==> src/rtl/mul_share_arb_pkg.sv <==
// Shared constants and FSM encoding
// for the multiplier-share arbiter.
package mul_share_arb_pkg;

  localparam int MUL_W = 32;
  localparam int N_DEF = 4;

  typedef enum logic [1:0] {
    S_IDLE  = 2'd0,
    S_ISSUE = 2'd1,
    S_DONE  = 2'd2
  } arb_state_e;

endpackage

==> src/rtl/mul_rr_pick.sv <==
// Round-robin pick: first request
// after ptr, wrapping modulo N.
module mul_rr_pick
  import mul_share_arb_pkg::*;
#(
  parameter int N  = N_DEF,
  parameter int PW = $clog2(N)
) (
  input  logic [N-1:0]  req_i,
  input  logic [PW-1:0] ptr_i,
  output logic [N-1:0]  gnt_o,
  output logic [PW-1:0] idx_o,
  output logic          any_o
);

  localparam logic [PW:0] NW = (PW+1)'(N);

  logic [PW:0]   sum;
  logic [PW-1:0] j;

  // scan far-to-near so the nearest
  // requester after ptr wins last
  always_comb begin
    gnt_o = '0;
    idx_o = '0;
    any_o = 1'b0;
    sum   = '0;
    j     = '0;
    for (int k = N; k >= 1; k--) begin
      sum = {1'b0, ptr_i} + (PW+1)'(k);
      if (sum >= NW) sum = sum - NW;
      j = sum[PW-1:0];
      if (req_i[j]) begin
        idx_o = j;
        any_o = 1'b1;
      end
    end
    gnt_o[idx_o] = any_o;
  end

endmodule

==> src/rtl/mul_share_arb.sv <==
// Round-robin share of one iterative 32x32 multiplier among N requesters.
// Build option: define MULARB_TIMEOUT_EN to bound the wait for mul_ack.
module mul_share_arb
  import mul_share_arb_pkg::*;
#(
  parameter int N       = N_DEF,
  parameter int TIMEOUT = 255
) (
  input  logic               clk,
  input  logic               rst,
  input  logic [N-1:0]       req,
  input  logic [N*MUL_W-1:0] p0_in,
  input  logic [N*MUL_W-1:0] p1_in,
  output logic [N-1:0]       ack,
  output logic [MUL_W-1:0]   out,
  output logic               err,
  output logic               mul_req,
  output logic [MUL_W-1:0]   mul_p0,
  output logic [MUL_W-1:0]   mul_p1,
  input  logic               mul_ack,
  input  logic [MUL_W-1:0]   mul_out
);

  localparam int PW = $clog2(N);

  if (N < 2 || N > 8 || TIMEOUT < 1) begin : g_param_chk
    $error("mul_share_arb: N must be 2..8, TIMEOUT >= 1");
  end

  arb_state_e       state_q;
  logic [PW-1:0]    ptr_q;
  logic [N-1:0]     gsel_q;
  logic [N-1:0]     ack_q;
  logic             mul_req_q;
  logic [MUL_W-1:0] p0_q;
  logic [MUL_W-1:0] p1_q;
  logic [MUL_W-1:0] out_q;

  logic [N-1:0]     pick_gnt;
  logic [PW-1:0]    pick_idx;
  logic             pick_any;

`ifdef MULARB_TIMEOUT_EN
  localparam int CW =
    ($clog2(TIMEOUT + 1) > 8) ? $clog2(TIMEOUT + 1) : 8;
  localparam logic [CW-1:0] TO_LAST = CW'(TIMEOUT - 1);

  logic [CW-1:0] cnt_q;
  logic          err_q;
`endif

  mul_rr_pick #(
    .N  (N),
    .PW (PW)
  ) u_pick (
    .req_i (req),
    .ptr_i (ptr_q),
    .gnt_o (pick_gnt),
    .idx_o (pick_idx),
    .any_o (pick_any)
  );

  // grant / issue / complete sequencer
  always_ff @(posedge clk) begin
    if (!rst) begin
      state_q   <= S_IDLE;
      ptr_q     <= PW'(N - 1);
      gsel_q    <= '0;
      ack_q     <= '0;
      mul_req_q <= 1'b0;
      p0_q      <= '0;
      p1_q      <= '0;
      out_q     <= '0;
`ifdef MULARB_TIMEOUT_EN
      cnt_q     <= '0;
      err_q     <= 1'b0;
`endif
    end else begin
      ack_q <= '0;
      unique case (state_q)
        S_IDLE: begin
          if (pick_any) begin
            p0_q      <= p0_in[pick_idx*MUL_W +: MUL_W];
            p1_q      <= p1_in[pick_idx*MUL_W +: MUL_W];
            ptr_q     <= pick_idx;
            gsel_q    <= pick_gnt;
            mul_req_q <= 1'b1;
            state_q   <= S_ISSUE;
`ifdef MULARB_TIMEOUT_EN
            cnt_q     <= '0;
`endif
          end
        end
        S_ISSUE: begin
          if (mul_ack) begin
            out_q     <= mul_out;
            mul_req_q <= 1'b0;
            ack_q     <= gsel_q;
            state_q   <= S_DONE;
`ifdef MULARB_TIMEOUT_EN
            err_q     <= 1'b0;
`endif
          end
`ifdef MULARB_TIMEOUT_EN
          else if (cnt_q == TO_LAST) begin
            out_q     <= '0;
            mul_req_q <= 1'b0;
            ack_q     <= gsel_q;
            err_q     <= 1'b1;
            state_q   <= S_DONE;
          end else begin
            cnt_q <= cnt_q + CW'(1);
          end
`endif
        end
        S_DONE: begin
          state_q <= S_IDLE;
`ifdef MULARB_TIMEOUT_EN
          err_q   <= 1'b0;
`endif
        end
        default: state_q <= S_IDLE;
      endcase
    end
  end

  assign ack     = ack_q;
  assign out     = out_q;
  assign mul_req = mul_req_q;
  assign mul_p0  = p0_q;
  assign mul_p1  = p1_q;
`ifdef MULARB_TIMEOUT_EN
  assign err     = err_q;
`else
  assign err     = 1'b0;
`endif

endmodule

==> config.mk <==
export PLATFORM = sky130hd
export DESIGN_NAME = mul_share_arb
export DESIGN_NICKNAME = d
export VERILOG_FILES = /design/src/rtl/mul_share_arb_pkg.sv /design/src/rtl/mul_rr_pick.sv /design/src/rtl/mul_share_arb.sv
export SDC_FILE = /design/constraint.sdc
export NUM_CORES = 1
export LEC_CHECK = 0
export ABC_AREA = 1
export CORE_AREA = 2 2 155 157
export DETAILED_ROUTE_END_ITERATION = 10
export DIE_AREA = 0 0 157 159
export GPL_ROUTABILITY_DRIVEN = 0
export HOLD_SLACK_MARGIN = 0.1
export SYNTH_ARGS = -nofsm -noshare
export SYNTH_HDL_FRONTEND = slang
export SYNTH_SLANG_ARGS = --single-unit
==> constraint.sdc <==
create_clock -name clk -period 4.13 [get_ports clk]
set_input_delay 1.0325 -clock clk [delete_from_list [all_inputs] [get_ports clk]]
set_output_delay 1.0325 -clock clk [all_outputs]
set_load 0.1 [all_outputs]
==> impl_metrics.py, run 1 <==
metrics = {
    "power": {
        "worst_ir_drop_vdd_uv": 807,
        "p_leak_nw": 5.08,
        "pwr_density_cell_nw_per_um2": 927,
    },
    "setup_path": {
        "crit_fanout": 64,
        "critPathSlowestCell": "buf_4",
        "crit_chain": "clkdlybuf4s50_1, inv_1, o21ai_1, nand2_1, nand2_1, inv_2, nand3_2, buf_4, nand3_1, nand3_1, nand2_1, nor2_1, nor2_1",
        "critPathMaxStageDelay_ns": 0.64,
        "startpoint_type": "input pin",
        "crit_arrival_ns": 3.35,
        "end_kind": "register",
        "critPathKind": "in -> reg",
        "crit_family": "buffers and inverters",
        "path_buf_inv": 4,
        "cpMostUsedCell": "nand2_1",
        "required_ns": 4.39,
    },
    "timing": {
        "period_needed_ns": 3.09,
        "whs_ns": 0.424,
        "skew_ns": 0.0112,
        "finalHoldViolCount": 0,
        "period_share": 0.748,
        "maxSlewHeadroom": 0.271,
        "report.final.slew_viol_count": 0,
        "tightestPinTransition_ns": 1.09,
        "rsz0062_at_grt": "no",
        "finalSetupViolations": 0,
        "fmax_mhz": 324,
        "fin_tns_setup_ns": 0,
    },
    "cts": {
        "ctsHoldBuffers": 0,
        "postCtsSetupRepairBufs": 0,
        "cts_max_path_buffers": 2,
        "cts_buffers": 9,
        "cts.sinks": 109,
        "clkTransAtPathRegs_ns": 0.09,
        "insertion_delay_ns": 0.36,
        "cts_tree": "yes",
        "htree_levels": 3,
        "root_buffer": "clkbuf_16",
        "cts-resized-gates": 0,
    },
    "drt": {
        "final_antenna_net_count": 0,
        "drt_iter0_markers": 532,
        "routedWlPerCell_um": 15.8,
        "drt-total-wl_um": 28500,
        "drt-vias-per-instance": 4.64,
        "via_count": 8386,
        "route.detailed.drc": 0,
        "drtPass1Iterations": 5,
    },
    "die": {
        "die_width_um": 157,
        "die_y_um": 159,
        "io_pins": 397,
        "start_util": 0.291,
        "dieArea_um2": 25000,
        "core_um2": 23200,
        "num_rows": 56,
    },
    "global_route": {
        "grt_pass1_vias": 7653,
        "grt_pass1_wl_um": 42900,
        "antenna_found_initial": 2,
        "grt.overflow.total": 0,
        "track_usage": 0.218,
        "grt_max_degree": 137,
    },
    "logic_synthesis": {
        "yosys.area.top_type_share": 0.323,
        "syn_nets": 1446,
        "yosys-top-cells-area": "dfxtp_1 (32%), nand3_1 (19%), nand2_1 (16%)",
        "netlist_instances": 1151,
        "synth_seq_cells": 109,
        "netlist_area_um2": 6750,
        "synthDistinctLibCells": 23,
        "synth.avg_cell_area_um2": 5.86,
        "yosys_warnings": 0,
        "synth_top_area_cell": "dfxtp_1",
        "ys_seq_area_frac": 0.323,
    },
    "outcome": {
        "status": "completed",
    },
    "min_path": {
        "hp-class": "reg -> reg",
    },
    "final_layout": {
        "nFillCells": 2440,
        "layout_commonest_cell": "clkdlybuf4s50_1",
        "area_growth_pct": 64.3,
        "fin_area_um2": 11100,
        "final_nets": 1776,
        "final_cell_mix": "clkdlybuf4s50_1 (394), nand2_1 (292), nand3_1 (259)",
        "drive_above_1_share": 0.0289,
    },
    "placed_design": {
        "dpl_cell_area_um2": 10800,
        "hpwl_um": 19800,
        "io_buffers": 395,
    },
    "job": {
        "drv_cap": 0,
    },
}
per-layer routing:
metal / part of all wire / vias up / global-route usage
met5: 0 / - / 0
met4: 0.021 / 0 / 0.0709
met3: 0.064 / 31 / 0.0338
met2: 0.49 / 302 / 0.377
met1: 0.42 / 3787 / 0.276
li1: - / 4266 / -
kinds of logic (layout without fill, tap and decap cells):
family,after synthesis,after routing,synth area share
other,1,2,0.000556
buffers and inverters,236,571,0.156
AND/OR/NAND/NOR,696,696,0.438
flip-flops,109,109,0.323
AO/OA/AOI/OAI,109,109,0.0816
synthesized netlist by cell type:
master and n:
o21ai_1 1, inv_2 4, buf_6 10, nand3_2 2
clkinv_1 1, inv_1 141, dfxtp_1 109, buf_4 12
conb_1 1, buf_2 35, o21ai_0 68, nor3_1 1
buf_1 3, or2_2 1, nand2_2 2, nand2_1 294
a21oi_1 38, clkbuf_1 29, o211ai_1 1, nand3_1 259
inv_4 1, nor2_1 137, o21bai_1 1
worst paths after layout:
path / endpoint / startpoint / cells after the start / slack (ns)
worst min register to register: ack[3] / gsel_q[3] / 2 / 0.42
worst min-delay path: ack[3] / gsel_q[3] / 2 / 0.42
worst max register to register: mul_p1[8] / ptr_q[0] / 14 / 1.67
worst max-delay path: mul_p1[14] / req[3] / 13 / 1.04
worst reg2reg max path, stage by stage, from the launching register on:
cell and delay (ns):
dfxtp_1 0.52, inv_4 0.10, nand2_1 0.08, nand2_1 0.07, nand2_1 0.13, nand2_1 0.08
inv_2 0.09, nand2_1 0.07, nand2_2 0.09, buf_4 0.61, nand3_1 0.22, nand3_1 0.13
nand2_1 0.06, nor2_1 0.08, nor2_1 0.04
area by class of cell:
| type | count | area (um^2) | area share |
|---|---|---|---|
| Tap cell | 319 | 399 | 0.0360 |
| Clock inverter | 7 | 80.1 | 0.00722 |
| Multi-Input combinational cell | 806 | 3530 | 0.319 |
| Sequential cell | 109 | 2180 | 0.197 |
| Antenna cell | 1 | 2.50 | 0.000226 |
| Clock buffer | 9 | 225 | 0.0203 |
| Timing Repair Buffer | 408 | 4110 | 0.371 |
| Inverter | 147 | 554 | 0.0500 |
registers in the layout, indices dropped and copies added, names as in the netlist:
name,count
gsel_q,4
out,32
state_q,2
mul_p0,32
mul_p1,32
ack,4
ptr_q,2
mul_req,1
power breakdown:
group	internal, mW	switching, mW	leakage [nW]
sequential	1.43	0.199	0.900
clock	0.481	0.460	0.148
combinational	2.06	5.64	4.04
through the flow:
step            util  setup WS (ns)  instances  total power, mW
6_report       0.478           1.04       1806             10.3
5_1_grt        0.478          0.817       1806             11.0
4_1_cts        0.478           1.06       1805             10.4
3_5_place_dp   0.465          0.660       1789             9.40
3_3_place_gp   0.465          0.739       1789             9.36
2_1_floorplan      -           1.82       1151             7.62
(Power assumes the default switching activity.)
==> run 2, diff against run 1 <==
--- a/config.mk
+++ b/config.mk
@@ -11,6 +11,7 @@
 export DIE_AREA = 0 0 157 159
 export GPL_ROUTABILITY_DRIVEN = 0
 export HOLD_SLACK_MARGIN = 0.1
+export PLACE_DENSITY = 0.67
 export SYNTH_ARGS = -nofsm -noshare
 export SYNTH_HDL_FRONTEND = slang
 export SYNTH_SLANG_ARGS = --single-unit
==> constraint.sdc (replaced) <==
create_clock -name clk -period 2.7 [get_ports clk]
set_input_delay 0.675 -clock clk [delete_from_list [all_inputs] [get_ports clk]]
set_output_delay 0.675 -clock clk [all_outputs]
set_load 0.1 [all_outputs]
==> run 2 against run 1 <==
Effect of this change: via count is 0.38% lower; first-iteration DRC count fell by 11%; cell count increased by 0.83%; core utilization hardly changed; design area barely moved; total power increased by 56%; register-to-register slack worse by 1.0 ns; global-route usage is 0.42 points lower; clock power is 53% higher; largest cell class unchanged.
==> impl_metrics.py, run 2 (synthesis results as in run 1) <==
metrics = {
    "die": {
        "die_y_um": 159,
        "io_pins": 397,
        "dieArea_um2": 25000,
        "core_um2": 23200,
        "start_util": 0.291,
        "num_rows": 56,
        "die_width_um": 157,
    },
    "global_route": {
        "grt_pass1_wl_um": 42500,
        "track_usage": 0.214,
        "grt_pass1_vias": 7719,
        "grt.overflow.total": 0,
        "grt_max_degree": 69,
        "antenna_found_initial": 0,
    },
    "drt": {
        "drt-total-wl_um": 27500,
        "route.detailed.drc": 0,
        "routedWlPerCell_um": 15.1,
        "drt-vias-per-instance": 4.59,
        "via_count": 8354,
        "drtPass1Iterations": 4,
        "final_antenna_net_count": 0,
        "drt_iter0_markers": 471,
    },
    "power": {
        "worst_ir_drop_vdd_uv": 1040,
        "pwr_density_cell_nw_per_um2": 1450,
        "swShare": 0.605,
        "p_seq_frac": 0.157,
        "power_switching_mw": 9.71,
        "power.internal_mw": 6.33,
        "combPwrFrac": 0.753,
        "clkPwrFrac": 0.090,
        "total_power_mw": 16.0,
        "p_leak_nw": 5.38,
    },
    "setup_path": {
        "reg2reg_slack_ns": 0.62,
        "rr_worst_depth": 14,
        "startpoint_type": "input pin",
        "required_ns": 2.94,
        "r2r-end": "mul_p1[19]",
        "r2r-start": "ptr_q[0]",
        "crit_arrival_ns": 2.58,
        "critPathKind": "in -> reg",
        "crit_fanout": 49,
        "end_kind": "register",
    },
    "timing": {
        "finalHoldViolCount": 0,
        "finalSetupViolations": 0,
        "fmax_mhz": 427,
        "tightestPinTransition_ns": 0.507,
        "report.final.slew_viol_count": 0,
        "rsz0062_at_grt": "no",
        "skew_ns": 0.0107,
        "period_share": 0.868,
        "setup_slack_ns": 0.356,
        "maxSlewHeadroom": 0.660,
        "period_needed_ns": 2.34,
        "fin_tns_setup_ns": 0,
    },
    "placed_design": {
        "numPlacedInstances": 1805,
        "io_buffers": 395,
        "hpwl_um": 20200,
        "dp_slack_ns": -0.00793,
    },
    "final_layout": {
        "final_nets": 1792,
        "fin_util": 0.478,
        "fin_cells": 1821,
        "final_cell_mix": "clkdlybuf4s50_1 (293), nand2_1 (292), nand3_1 (259)",
        "diodes": 0,
        "layout_commonest_cell": "clkdlybuf4s50_1",
        "drive_above_1_share": 0.106,
        "area_growth_pct": 64.4,
    },
    "min_path": {
        "hp-start": "gsel_q[3]",
        "holdPathStages": 2,
        "hp-class": "reg -> reg",
        "min_to": "ack[3]",
    },
    "cts": {
        "cts_max_path_buffers": 2,
        "cts_buffers": 9,
        "cts.sinks": 109,
        "ctsHoldBuffers": 0,
        "cts_tree": "yes",
        "htree_levels": 3,
        "cts-resized-gates": 0,
        "insertion_delay_ns": 0.36,
        "postCtsSetupRepairBufs": 0,
        "root_buffer": "clkbuf_16",
        "clkTransAtPathRegs_ns": 0.08,
    },
    "outcome": {
        "status": "completed",
    },
    "job": {
        "drv_cap": 0,
    },
}
[run 2: critical path, cell delays in order]
cell,delay [ns]
clkdlybuf4s50_1,0.46
inv_1,0.06
o21ai_1,0.19
nand2_1,0.11
nand2_1,0.08
inv_2,0.05
nand2_1,0.07
nand2_2,0.10
nand2_4,0.15
buf_12,0.24
nand2_1,0.07
nand3_1,0.11
nand2_1,0.06
nor2_1,0.08
nor2_1,0.05
[run 2: cell type report]
cell class	count	area (um^2)
Fill cell	2417	12100
Timing Repair Buffer	424	4110
Multi-Input combinational cell	806	3530
Sequential cell	109	2180
Inverter	147	554
Tap cell	319	399
Clock buffer	10	229
Clock inverter	6	80.1
[run 2: how the worst max path moves through the flow]
stage / endpoint / startpoint / depth (start not counted) / slack (ns)
6_report: mul_p1[30] / req[3] / 15 / 0.36
5_1_grt: mul_p0[9] / req[3] / 15 / 0.09
4_1_cts: mul_p1[30] / req[3] / 15 / 0.36
3_5_place_dp: mul_p1[30] / req[3] / 15 / -0.008
3_3_place_gp: mul_p1[30] / req[3] / 15 / 0.03
2_1_floorplan: mul_p0[10] / req[3] / 15 / 0.74
[run 2: power groups by stage]
| stage | logic [mW] | clock network, mW | registers, mW |
|---|---|---|---|
| after floorplan | 5.32 | 0 | 6.33 |
| after global placement | 12.1 | 0 | 2.53 |
| after detailed placement | 12.1 | 0 | 2.54 |
| after CTS | 12.1 | 1.49 | 2.52 |
| after global routing | 13.1 | 1.55 | 2.58 |
| final | 12.1 | 1.44 | 2.52 |
[run 2: through the flow]
stage / hold WS, ns / instance area [um^2]
2_1_floorplan: 0.405 / 6750
3_3_place_gp: 0.412 / 10800
3_5_place_dp: 0.417 / 10800
4_1_cts: 0.431 / 11100
5_1_grt: 0.438 / 11100
6_report: 0.428 / 11100
[run 2: routing by layer]
metal / routed length [um] / GRT usage / up-vias
met5: 0 / 0 / -
met3: 1670 / 0.0392 / 38
li1: - / - / 4304
met2: 13400 / 0.371 / 256
met1: 11700 / 0.268 / 3756
met4: 669 / 0.0663 / 0
